## config.mk

```make
export PLATFORM = sky130hd
export DESIGN_NAME = btn_event
export DESIGN_NICKNAME = d
export VERILOG_FILES = /design/src/rtl/btn_event.sv
export SDC_FILE = /design/constraint.sdc
export NUM_CORES = 1
export LEC_CHECK = 0
export CAP_MARGIN = 15
export CORE_ASPECT_RATIO = 1.1
export CORE_MARGIN = 2
export CORE_UTILIZATION = 37
export CTS_BUF_LIST = sky130_fd_sc_hd__clkbuf_8
export DETAILED_ROUTE_END_ITERATION = 6
export SETUP_SLACK_MARGIN = 0.15
export SYNTH_ARGS = -nofsm -noshare
export SYNTH_HDL_FRONTEND = slang
export SYNTH_SLANG_ARGS = --single-unit
```

## constraint.sdc

```tcl
create_clock -name iClk -period 2.6 [get_ports iClk]
set_clock_uncertainty 0.15 [all_clocks]
set_input_delay 0.78 -clock iClk [delete_from_list [all_inputs] [get_ports iClk]]
set_output_delay 0.78 -clock iClk [all_outputs]
set_load 0.01 [all_outputs]
```

## src/rtl/btn_event.sv

```systemverilog
// Button event generator: turns a debounced active-low button level into
// press / release / long-press / auto-repeat pulses plus a held level.
module btn_event #(
  parameter int LONG_CNT   = 25000000,
  parameter int REPEAT_CNT = 5000000,
  parameter int CNT_W      = 26
) (
  input  logic       iClk,
  input  logic       iRst_n,
  input  logic       iBtn_n,
  input  logic       iEn,
  output logic       oPress,
  output logic       oRelease,
  output logic       oLong,
  output logic       oRepeat,
  output logic       oHeld,
  output logic [1:0] oState
);

  localparam logic [1:0] IDLE  = 2'd0;
  localparam logic [1:0] SHORT = 2'd1;
  localparam logic [1:0] LONG  = 2'd2;

  localparam logic [CNT_W-1:0] LONG_LAST   = CNT_W'(LONG_CNT - 1);
  localparam logic [CNT_W-1:0] REPEAT_LAST = CNT_W'(REPEAT_CNT - 1);

  logic             btn_q;
  logic [1:0]       state, state_d;
  logic [CNT_W-1:0] cnt, cnt_d;
  logic             press_d, release_d, long_d, repeat_d, held_d;

  // Handshake-free block: pulses are single-cycle strobes with no ready;
  // consumers must sample every cycle.
  always_comb begin
    state_d   = state;
    cnt_d     = cnt;
    press_d   = 1'b0;
    release_d = 1'b0;
    long_d    = 1'b0;
    repeat_d  = 1'b0;
    if (!iEn) begin
      state_d = IDLE;
      cnt_d   = '0;
    end else begin
      case (state)
        IDLE: begin
          cnt_d = '0;
          if (!btn_q) begin
            state_d = SHORT;
            press_d = 1'b1;
          end
        end
        SHORT: begin
          if (btn_q) begin
            // Release wins over a coincident terminal count.
            state_d   = IDLE;
            release_d = 1'b1;
            cnt_d     = '0;
          end else if (cnt == LONG_LAST) begin
            state_d = LONG;
            long_d  = 1'b1;
            cnt_d   = '0;
          end else begin
            cnt_d = cnt + 1'b1;
          end
        end
        LONG: begin
          if (btn_q) begin
            state_d   = IDLE;
            release_d = 1'b1;
            cnt_d     = '0;
          end else if (cnt == REPEAT_LAST) begin
            repeat_d = 1'b1;
            cnt_d    = '0;
          end else begin
            cnt_d = cnt + 1'b1;
          end
        end
        default: begin
          state_d = IDLE;
          cnt_d   = '0;
        end
      endcase
    end
    held_d = (state_d == SHORT) || (state_d == LONG);
  end

  always_ff @(posedge iClk or negedge iRst_n) begin
    if (!iRst_n) begin
      btn_q    <= 1'b1;
      state    <= IDLE;
      cnt      <= '0;
      oPress   <= 1'b0;
      oRelease <= 1'b0;
      oLong    <= 1'b0;
      oRepeat  <= 1'b0;
      oHeld    <= 1'b0;
    end else begin
      btn_q    <= iBtn_n;
      state    <= state_d;
      cnt      <= cnt_d;
      oPress   <= press_d;
      oRelease <= release_d;
      oLong    <= long_d;
      oRepeat  <= repeat_d;
      oHeld    <= held_d;
    end
  end

  assign oState = state;

endmodule

```

==> reports/summary.txt, run 1 <==
CTS Hold Bufs - 0
Die height - 75.5 µm
Pre-CTS setup slack - 170 ps
Hold_sp - cnt[0]$_DFF_PN0_
Clock root buffer - clkbuf_8
Nets - 205
Crit Path Class - reg -> reg
Crit-path max FO - 7
Drt pass-1 iters - 4
Tot Pwr - 1.03 mW
Fmax - 418 MHz
Max-cap violations - 0
Final Core Density - 45.9%
# diodes - 0
WHS Endpoint - cnt[0]$_DFF_PN0_
Seq pwr share - 52.8%
Sw Pwr - 245 µW
IO Pins - 11
Vias per cell - 5.16
Synth unique cells - 31
Final instance area - 2090 µm²
Synthesized area - 1720 µm²
CORE AREA - 4550 µm²
Max-slew headroom - 64.2%
Crit path DAT - 2410 ps
Clock tree sinks - 34
Seq cells post-synth - 34
Synth Instances - 172
Worst-margin pin slew - 534 ps
CTS Buf Count - 5
Critical path data required time - 2610 ps
Inst Count DP - 241
Drt drc - 0
Insertion delay to the later sink of the worst-skew pair - 290 ps
Antenna violations before repair - 0
Leak pwr - 0.930 nW
Largest net degree at the start of global routing - 35
Worst Setup Start Kind - flop
Crit end category - flop
Vias - 1305
Per-cell routed wire length - 14.8 µm
First-pass GRT wire length - 5580 µm
Starting Density - 37.8%
IO Port Bufs - 10
Total grt overflow - 0
Worst hold slack - 356 ps
Routed Antenna Nets - 0
GRT Util Overall - 13.7%
Die width - 69.0 µm
Final setup margin - 208 ps
Final std cells w/o fill - 253
FP Rows - 26
Layout cell share with drive strength beyond 1 - 13.2%
Cell Area, Placed - 1900 µm²
Area Overhead vs Synth - 21.6%
GR Util met2 - 22.9%
Min Clock Period, post-route - 2390 ps
Worst R2R End - cnt[9]$_DFF_PN0_
Die area - 5210 µm²
Count of final setup violators - 0
Vias in the first global route - 1193
Clock share of power - 38.6%
Cells on Worst Hold Path - 1
Power per Cell Area - 492 nW/µm²
R2R Path Start - cnt[6]$_DFF_PN0_
H-tree lvl count - 2
Syn nets - 181
Reg2Reg Depth - 6
Register area share after synthesis - 49.5%
Outcome - finished, final reports clean
Switching share of power - 23.7%
DPL Wire Length - 2230 µm
Comb pwr share - 8.6%
CTS max path bufs - 2
Routability cong. - 0.732
Max VDD drop - 0.279 mV
TNS Setup - 0 ps
Post-Syn Area per Cell - 10.0 µm²
GR Util met3 - 4.23%
Gr busiest metal - met2
RSZ-0062 raised after global routing - no
Final period util - 92.0%
Yosys synthesis warning count - 0
WL final - 3740 µm
Worst-path clk slew - 70 ps
Met1 global-route usage - 17.1%
Hold crit path type - reg -> reg
Max-slew violations - 0
Iter 0 DRT Violations - 82
Internal power - 785 µW
CTS tree - yes
Hold Violations, Final - 0
Reg2Reg Setup Slack - 210 ps
==> metal layers <==
layer | wire length, µm | vias up
li1 | - | 640
met1 | 1770 | 631
met2 | 1790 | 28
met3 | 131 | 6
met4 | 59 | 0
met5 | 0 | -
==> cell type report <==
class                   instances  area (µm²)
fillers                       451        2460
clock buffers                   6        82.6
well taps                      56        70.1
flip-flops and latches         34         852
inverters                       5        18.8
clock inverters                 2        8.76
multi-input cells             133         907
repair buffers                 17         153
==> cell usage in the layout (no fill, tap or decap), types with 4 or more instances in the layout <==
cell type / n
and3_1: 7
buf_4: 7
clkbuf_8: 6
clkdlybuf4s50_1: 10
dfrtp_1: 33
ha_1: 5
inv_1: 6
nand2_1: 11
nand3_1: 10
nand3b_4: 4
nand4_1: 8
nor2_1: 33
xnor2_1: 9
xor2_1: 15
==> repair_timing <==
| action | 4_1_cts | 5_1_grt |
|---|---|---|
| resized for setup | 0 | 9 |
| setup buffers | 0 | 1 |
| endpoints found under the setup margin | 0 | 26 |
==> critical path, stage by stage, from the launching register on <==
cell,delay (ps)
dfrtp_1,420
or4b_4,580
nor4_2,320
nand2_1,130
a22oi_2,330
nand3b_4,260
nor2_1,80
==> worst max-delay path by stage <==
stage / from / endpoint / slack, ps / cells past startpoint
after floorplan: cnt[17]$_DFF_PN0_ / cnt[6]$_DFF_PN0_ / 460 / 7
after global placement: iEn / cnt[7]$_DFF_PN0_ / 200 / 4
after detailed placement: iEn / cnt[7]$_DFF_PN0_ / 170 / 4
after CTS: cnt[6]$_DFF_PN0_ / cnt[9]$_DFF_PN0_ / 180 / 6
after global routing: cnt[10]$_DFF_PN0_ / cnt[9]$_DFF_PN0_ / 120 / 6
final: cnt[6]$_DFF_PN0_ / cnt[9]$_DFF_PN0_ / 210 / 6
==> cells by family (layout without fill, tap and decap cells) <==
family | after synthesis | count (layout) | share of synthesized area [%]
buffers and inverters | 8 | 30 | 3.05
AO/OA/AOI/OAI | 8 | 8 | 2.55
AND/OR/NAND/NOR | 93 | 96 | 29.0
flip-flops | 34 | 34 | 49.5
adder cells (fa/ha/maj) | 5 | 5 | 3.64
XOR/XNOR | 24 | 24 | 12.2
==> power groups by stage <==
stage | logic, mW | clock network (mW) | registers (mW)
after floorplan | 0.0321 | 0 | 0.556
after global placement | 0.0695 | 0 | 0.553
after detailed placement | 0.0695 | 0 | 0.553
after CTS | 0.0699 | 0.412 | 0.543
after global routing | 0.0975 | 0.433 | 0.544
final | 0.0887 | 0.398 | 0.544
==> registers in the layout (all words and copies together) (netlist names) <==
signal and cells:
btn_q 1, cnt 26, oHeld 1, oLong 1, oPress 1, oRelease 1, oRepeat 1, oState 2
==> synth_stat cells <==
master | instances | area [µm²]
and4_1 | 3 | 26.3
or4b_4 | 1 | 13.8
clkbuf_1 | 1 | 3.75
inv_1 | 5 | 18.8
nor4b_1 | 1 | 8.76
buf_8 | 2 | 30.0
xor2_1 | 15 | 131
nand4b_1 | 1 | 8.76
a21oi_1 | 3 | 15.0
nand2_1 | 11 | 41.3
dfstp_2 | 1 | 26.3
nand3b_4 | 1 | 20.0
xnor2_1 | 9 | 78.8
and3_1 | 7 | 43.8
dfrtp_1 | 33 | 826
nor2b_1 | 3 | 18.8
nand3_1 | 11 | 55.1
nand4_1 | 8 | 50.1
and2_1 | 3 | 18.8
nor3b_1 | 1 | 7.51
nand2b_1 | 1 | 6.26
nor4_1 | 2 | 12.5
o21ai_0 | 3 | 15.0
nor3_1 | 3 | 15.0
a31oi_1 | 1 | 6.26
or4b_1 | 1 | 10.0
or3_1 | 1 | 6.26
nor2_1 | 33 | 124
a22oi_1 | 1 | 7.51
ha_1 | 5 | 62.6
nor4_2 | 1 | 12.5
No activity file was read; power rests on OpenSTA's default activity.
==> inputs of run 2 (changes only) <==
==> constraint.sdc (replaced) <==
create_clock -name iClk -period 2.75 [get_ports iClk]
set_clock_uncertainty 0.15 [all_clocks]
set_input_delay 0.825 -clock iClk [delete_from_list [all_inputs] [get_ports iClk]]
set_output_delay 0.825 -clock iClk [all_outputs]
set_load 0.01 [all_outputs]
==> run 2 against run 1 <==
  * Global-route usage increased by 0.18 points
  * Combinational power fell by 28%
  * Clock power shrank 14%
  * Wire length fell by 14%
  * Critical path type unchanged
  * Via count is 8.4% lower
  * Highest routed layer unchanged
  * Sequential share of layout area increased by 2.7 points
==> reports/summary.txt, run 2 (synthesis results as in run 1) <==
Outcome - finished, final reports clean
Number of fill cells - 480 (+6.4%)
Critical path data required time - 2760 ps (+150 ps)
Crit path DAT - 2360 ps (-50 ps)
Crit Path Class - reg -> reg
CTS Buf Count - 5 (unchanged)
Max VDD drop - 0.257 mV (-8.0%)
Routability cong. - 0.766 (+4.7%)
Die height - 75.5 µm (unchanged)
Gr busiest metal - met2
Min Clock Period, post-route - 2350 ps (-37.7 ps)
Hold Violations, Final - 0 (unchanged)
Layout cell share with drive strength beyond 1 - 7.37% (-5.8 points)
Area Overhead vs Synth - 14.0%
Drt pass-1 iters - 4 (unchanged)
Insertion delay to the later sink of the worst-skew pair - 290 ps (about the same)
Resize count post-CTS - 0 (unchanged)
Number of flip-flops in the largest register - 26 (unchanged)
Worst Setup Start Kind - flop
Crit-path max FO - 26 (+19)
DPL Wire Length - 2220 µm (-0.52%)
CORE AREA - 4550 µm² (unchanged)
First-pass GRT wire length - 5550 µm (-0.63%)
FP Rows - 26 (unchanged)
Hold crit path type - reg -> reg
H-tree lvl count - 2 (unchanged)
GR Util met2 - 21.5% (-1.4 points)
Antenna violations before repair - 0 (unchanged)
CTS tree - yes
Per-cell routed wire length - 13.1 µm (-12%)
Crit path largest cell delay - 550 ps (-30 ps)
Most flops, register - cnt
Routed Antenna Nets - 0 (unchanged)
WL final - 3210 µm (-14%)
Iter 0 DRT Violations - 68 (-17%)
Final setup margin - 396 ps (+188 ps)
Worst-path clk slew - 70 ps (about the same)
Starting Density - 37.8% (unchanged)
TNS Setup - 0 ps (unchanged)
CTS max path bufs - 2 (unchanged)
Tot Pwr - 920 µW (-11%)
Storage cell area - 852 µm² (unchanged)
Max-slew violations - 0 (unchanged)
GR Util met3 - 4.63% (+0.40 points)
Total grt overflow - 0 (unchanged)
Max-slew headroom - 71.0% (+6.8 points)
Clock tree sinks - 34 (unchanged)
# diodes - 0 (unchanged)
Die area - 5210 µm² (unchanged)
Nets - 198 (-3.4%)
Crit end category - flop
Final period util - 85.6% (-6.4 points)
Max-cap violations - 0 (unchanged)
Worst-margin pin slew - 435 ps (-98.9 ps)
GRT Util Overall - 13.9% (+0.18 points)
IO Pins - 11 (unchanged)
Crit-path cells - or4b_4, nor4_2, nand3_1, a22oi_1, nand3b_4, nor2_1
Leak pwr - 0.819 nW (-12%)
Met1 global-route usage - 18.5% (+1.4 points)
Area taken by multi-input logic gates - 816 µm² (-10%)
IO Port Bufs - 10 (unchanged)
Cells on Worst Hold Path - 1 (unchanged)
Vias - 1196 (-8.4%)
Vias in the first global route - 1109 (-7.0%)
Vias per cell - 4.86 (-5.7%)
Post-CTS setup buffers - 0 (unchanged)
Die width - 69.0 µm (unchanged)
Worst path slowest cell - or4b_4
Clock root buffer - clkbuf_8
Pre-CTS setup slack - 278 ps (+108 ps)
Reg2Reg Depth - 6 (unchanged)
Most frequent cells in the layout - nor2_1, dfrtp_1, xor2_1
RSZ-0062 raised after global routing - no
Largest net degree at the start of global routing - 35 (unchanged)
Fmax - 425 MHz (+1.6%)
Count of final setup violators - 0 (unchanged)
Power per Cell Area - 469 nW/µm² (-4.8%)
Drt drc - 0 (unchanged)
CTS Hold Bufs - 0 (unchanged)
==> run 2: cell types whose count changed in the layout (fill, tap and decap cells not counted) <==
cell and change:
clkinv_2 +1, nor4_4 -1, nor4_1 +1, buf_4 -4, nor2b_2 -1, nand3b_4 -3, a22oi_2 -1, nand3_1 +1
nand3_2 -1, or4b_1 +1, a22oi_1 +1, clkbuf_8 -1, or4b_4 -1, nor2b_1 +1
==> run 2: path summary, 6_finish.rpt <==
path | slack [ps] | end | from
max in group asynchronous | 1310 | btn_q$_DFF_PN1_ | iRst_n
min | 370 | cnt[0]$_DFF_PN0_ | cnt[0]$_DFF_PN0_
max | 400 | cnt[23]$_DFF_PN0_ | cnt[17]$_DFF_PN0_
min reg2reg | 370 | cnt[0]$_DFF_PN0_ | cnt[0]$_DFF_PN0_
min in group asynchronous | 800 | cnt[3]$_DFF_PN0_ | iRst_n
max reg2reg | 400 | cnt[23]$_DFF_PN0_ | cnt[17]$_DFF_PN0_
==> run 2: critical path, delay by kind of cell, from the launching register on <==
kind	cells	cell delay (ps)
compound gates	1	170
flops	1	450
simple gates	5	1460
==> run 2: layer usage <==
metal | up-vias | share of wire (%)
li1 | 620 | -
met1 | 553 | 50
met2 | 17 | 45
met3 | 6 | 3.4
met4 | 0 | 1.7
met5 | - | 0
==> run 2: cell type report <==
class	count	share of cell area [%]
Sequential cell	34	43.4
Multi-Input combinational cell	130	41.6
Timing Repair Buffer	13	6.25
Tap cell	56	3.57
Clock buffer	5	3.51
Inverter	5	0.957
Clock inverter	3	0.702
==> run 2: power by group <==
part | internal [mW] | switching, mW | total, mW
logic | 0.0291 | 0.0347 | 0.0638
registers | 0.508 | 0.00621 | 0.514
clock network | 0.171 | 0.171 | 0.342
total | 0.708 | 0.212 | 0.920
==> run 2: per-stage QoR <==
stage,area [µm²],cells,utilization (%),hold slack (ps)
2_1_floorplan,1720,172,-,319
3_3_place_gp,1880,238,41.3,363
3_5_place_dp,1880,238,41.3,367
4_1_cts,1960,246,43.1,378
5_1_grt,1960,246,43.1,391
6_report,1960,246,43.1,373
==> inputs of run 3 (changes only) <==
--- a/config.mk
+++ b/config.mk
@@ -11,6 +11,7 @@
 export CORE_UTILIZATION = 37
 export CTS_BUF_LIST = sky130_fd_sc_hd__clkbuf_8
 export DETAILED_ROUTE_END_ITERATION = 6
+export MAX_ROUTING_LAYER = met4
 export SETUP_SLACK_MARGIN = 0.15
 export SYNTH_ARGS = -nofsm -noshare
 export SYNTH_HDL_FRONTEND = slang
==> run 3 against run 2 <==
  * Register-to-register slack about the same
  * Global-route usage up 0.45 points
  * Setup slack worse by 2.3 ps
  * Die area unchanged
  * Clock power about the same
  * Final area unchanged
  * First-iteration DRC count up 4.4%
  * Worst hold slack worse by 1.3 ps
  * Combinational power about the same
  * Sequential power about the same
  * Cell count unchanged
  * Critical endpoint unchanged
  * Highest routed layer unchanged
==> reports/summary.txt, run 3 (synthesis results as in run 1) <==
Outcome - finished, final reports clean
Total grt overflow - 0 (unchanged)
Inst Count DP - 238 (unchanged)
Antenna violations before repair - 0 (unchanged)
Worst R2R End - cnt[23]$_DFF_PN0_
Vias per cell - 4.89 (+0.59%)
Switching share of power - 23.1% (+0.092 points)
CTS Hold Bufs - 0 (unchanged)
Most frequent cells in the layout - nor2_1, dfrtp_1, xor2_1
CTS max path bufs - 2 (unchanged)
H-tree lvl count - 2 (unchanged)
Worst path slowest cell - or4b_4
First-pass GRT wire length - 5550 µm (unchanged)
Max-cap violations - 0 (unchanged)
Final setup margin - 394 ps (-2.33 ps)
Final Core Density - 43.1% (unchanged)
WL final - 3220 µm (+0.19%)
CTS tree - yes
Min Clock Period, post-route - 2360 ps (+2.33 ps)
Comb pwr share - 6.9% (about the same)
CORE AREA - 4550 µm² (unchanged)
Routed Antenna Nets - 0 (unchanged)
Gr busiest metal - met2
Per-cell routed wire length - 13.1 µm (+0.19%)
Power per Cell Area - 469 nW/µm² (+0.12%)
Sw Pwr - 213 µW (+0.52%)
Resize count post-CTS - 0 (unchanged)
Met1 global-route usage - 18.5% (unchanged)
Fmax - 424 MHz (about the same)
FP Rows - 26 (unchanged)
GR Util met3 - 4.63% (unchanged)
IO Pins - 11 (unchanged)
Final std cells w/o fill - 246 (unchanged)
Count of final setup violators - 0 (unchanged)
Iter 0 DRT Violations - 71 (+4.4%)
Drt drc - 0 (unchanged)
Max VDD drop - 0.257 mV (about the same)
Final instance area - 1960 µm² (unchanged)
Number of flip-flops in the largest register - 26 (unchanged)
Vias - 1203 (+0.59%)
Max-slew headroom - 71.0% (about the same)
Insertion delay to the later sink of the worst-skew pair - 290 ps (about the same)
DPL Wire Length - 2220 µm (unchanged)
Final period util - 85.7% (about the same)
Clock share of power - 37.2% (about the same)
Critical path data required time - 2760 ps (about the same)
Starting Density - 37.8% (unchanged)
R2R Path Start - cnt[17]$_DFF_PN0_
Crit end category - flop
Crit-path max FO - 26 (unchanged)
Crit-path cells - or4b_4, nor4_2, nand3_1, a22oi_1, nand3b_4, nor2_1
Crit path DAT - 2370 ps (about the same)
Worst Setup SP - cnt[17]$_DFF_PN0_
Nets - 198 (unchanged)
Die height - 75.5 µm (unchanged)
Cells on Worst Hold Path - 1 (unchanged)
Worst-path clk slew - 70 ps (about the same)
Die area - 5210 µm² (unchanged)
GR Util met2 - 21.5% (unchanged)
Die width - 69.0 µm (unchanged)
Internal power - 708 µW (about the same)
CTS Buf Count - 5 (unchanged)
Most flops, register - cnt
Leak pwr - 0.819 nW (unchanged)
Max-slew violations - 0 (unchanged)
Tot Pwr - 921 µW (+0.12%)
RSZ-0062 raised after global routing - no
Crit Path Class - reg -> reg
Routability cong. - 0.777 (+1.3%)
TNS Setup - 0 ps (unchanged)
Hold Violations, Final - 0 (unchanged)
Drt pass-1 iters - 6 (+2)
GRT Util Overall - 14.4% (+0.45 points)
Worst Setup Start Kind - flop
Worst-margin pin slew - 435 ps (-0.767 ps)
Number of fill cells - 480 (unchanged)
Crit path largest cell delay - 550 ps (about the same)
Cell Area, Placed - 1880 µm² (unchanged)
Area Overhead vs Synth - 14.0% (unchanged)
Reg2Reg Setup Slack - 390 ps (about the same)
Clock root buffer - clkbuf_8
Largest net degree at the start of global routing - 35 (unchanged)
Clock tree sinks - 34 (unchanged)
Hold crit path type - reg -> reg
Post-CTS setup buffers - 0 (unchanged)
Vias in the first global route - 1106 (-0.27%)
Seq pwr share - 55.8% (about the same)
WHS Endpoint - cnt[0]$_DFF_PN0_
Pre-CTS setup slack - 278 ps (unchanged)
Reg2Reg Depth - 6 (unchanged)
Worst hold slack - 371 ps (-1.28 ps)
Hold_sp - cnt[0]$_DFF_PN0_
IO Port Bufs - 10 (unchanged)
# diodes - 0 (unchanged)
Layout cell share with drive strength beyond 1 - 7.37% (unchanged)
run 3: cell counts in the layout (fill, tap and decap cells not counted):
No cell type changed its count.
run 3: layer usage:
metal / up-vias / wire, µm
met4: 0 / 54
met2: 17 / 1470
li1: 619 / -
met3: 6 / 104
met1: 561 / 1590
met5: - / 0
run 3: how the worst max path moves through the flow:
stage / endpoint / slack [ps] / cells after the start
CTS: cnt[23]$_DFF_PN0_ / 380 / 6
global route: cnt[12]$_DFF_PN0_ / 250 / 6
floorplan: cnt[6]$_DFF_PN0_ / 610 / 7
global placement: cnt[7]$_DFF_PN0_ / 290 / 4
detailed placement: cnt[7]$_DFF_PN0_ / 280 / 4
finish: cnt[23]$_DFF_PN0_ / 390 / 6
run 3: cell type report:
| cell class | instances | area [µm²] | share of cell area, % |
|---|---|---|---|
| sequential | 34 | 852 | 43.4 |
| multi-input combinational | 130 | 816 | 41.6 |
| timing repair buffer | 13 | 123 | 6.25 |
| tap | 56 | 70.1 | 3.57 |
| clock buffer | 5 | 68.8 | 3.51 |
| inverter | 5 | 18.8 | 0.957 |
| clock inverter | 3 | 13.8 | 0.702 |
run 3: power groups by stage:
| stage | Sequential (mW) | Clock, mW | Combinational (mW) |
|---|---|---|---|
| floorplan | 0.525 | 0 | 0.0304 |
| global placement | 0.523 | 0 | 0.0648 |
| detailed placement | 0.524 | 0 | 0.0654 |
| CTS | 0.514 | 0.357 | 0.0655 |
| global route | 0.515 | 0.380 | 0.0721 |
| finish | 0.514 | 0.343 | 0.0639 |
run 3: critical path: cells and delay by family, from the launching register on:
family | cells | cell delay [ps]
and+or+nand+nor | 5 | 1460
DFF | 1 | 450
AOI/OAI and AO/OA | 1 | 170
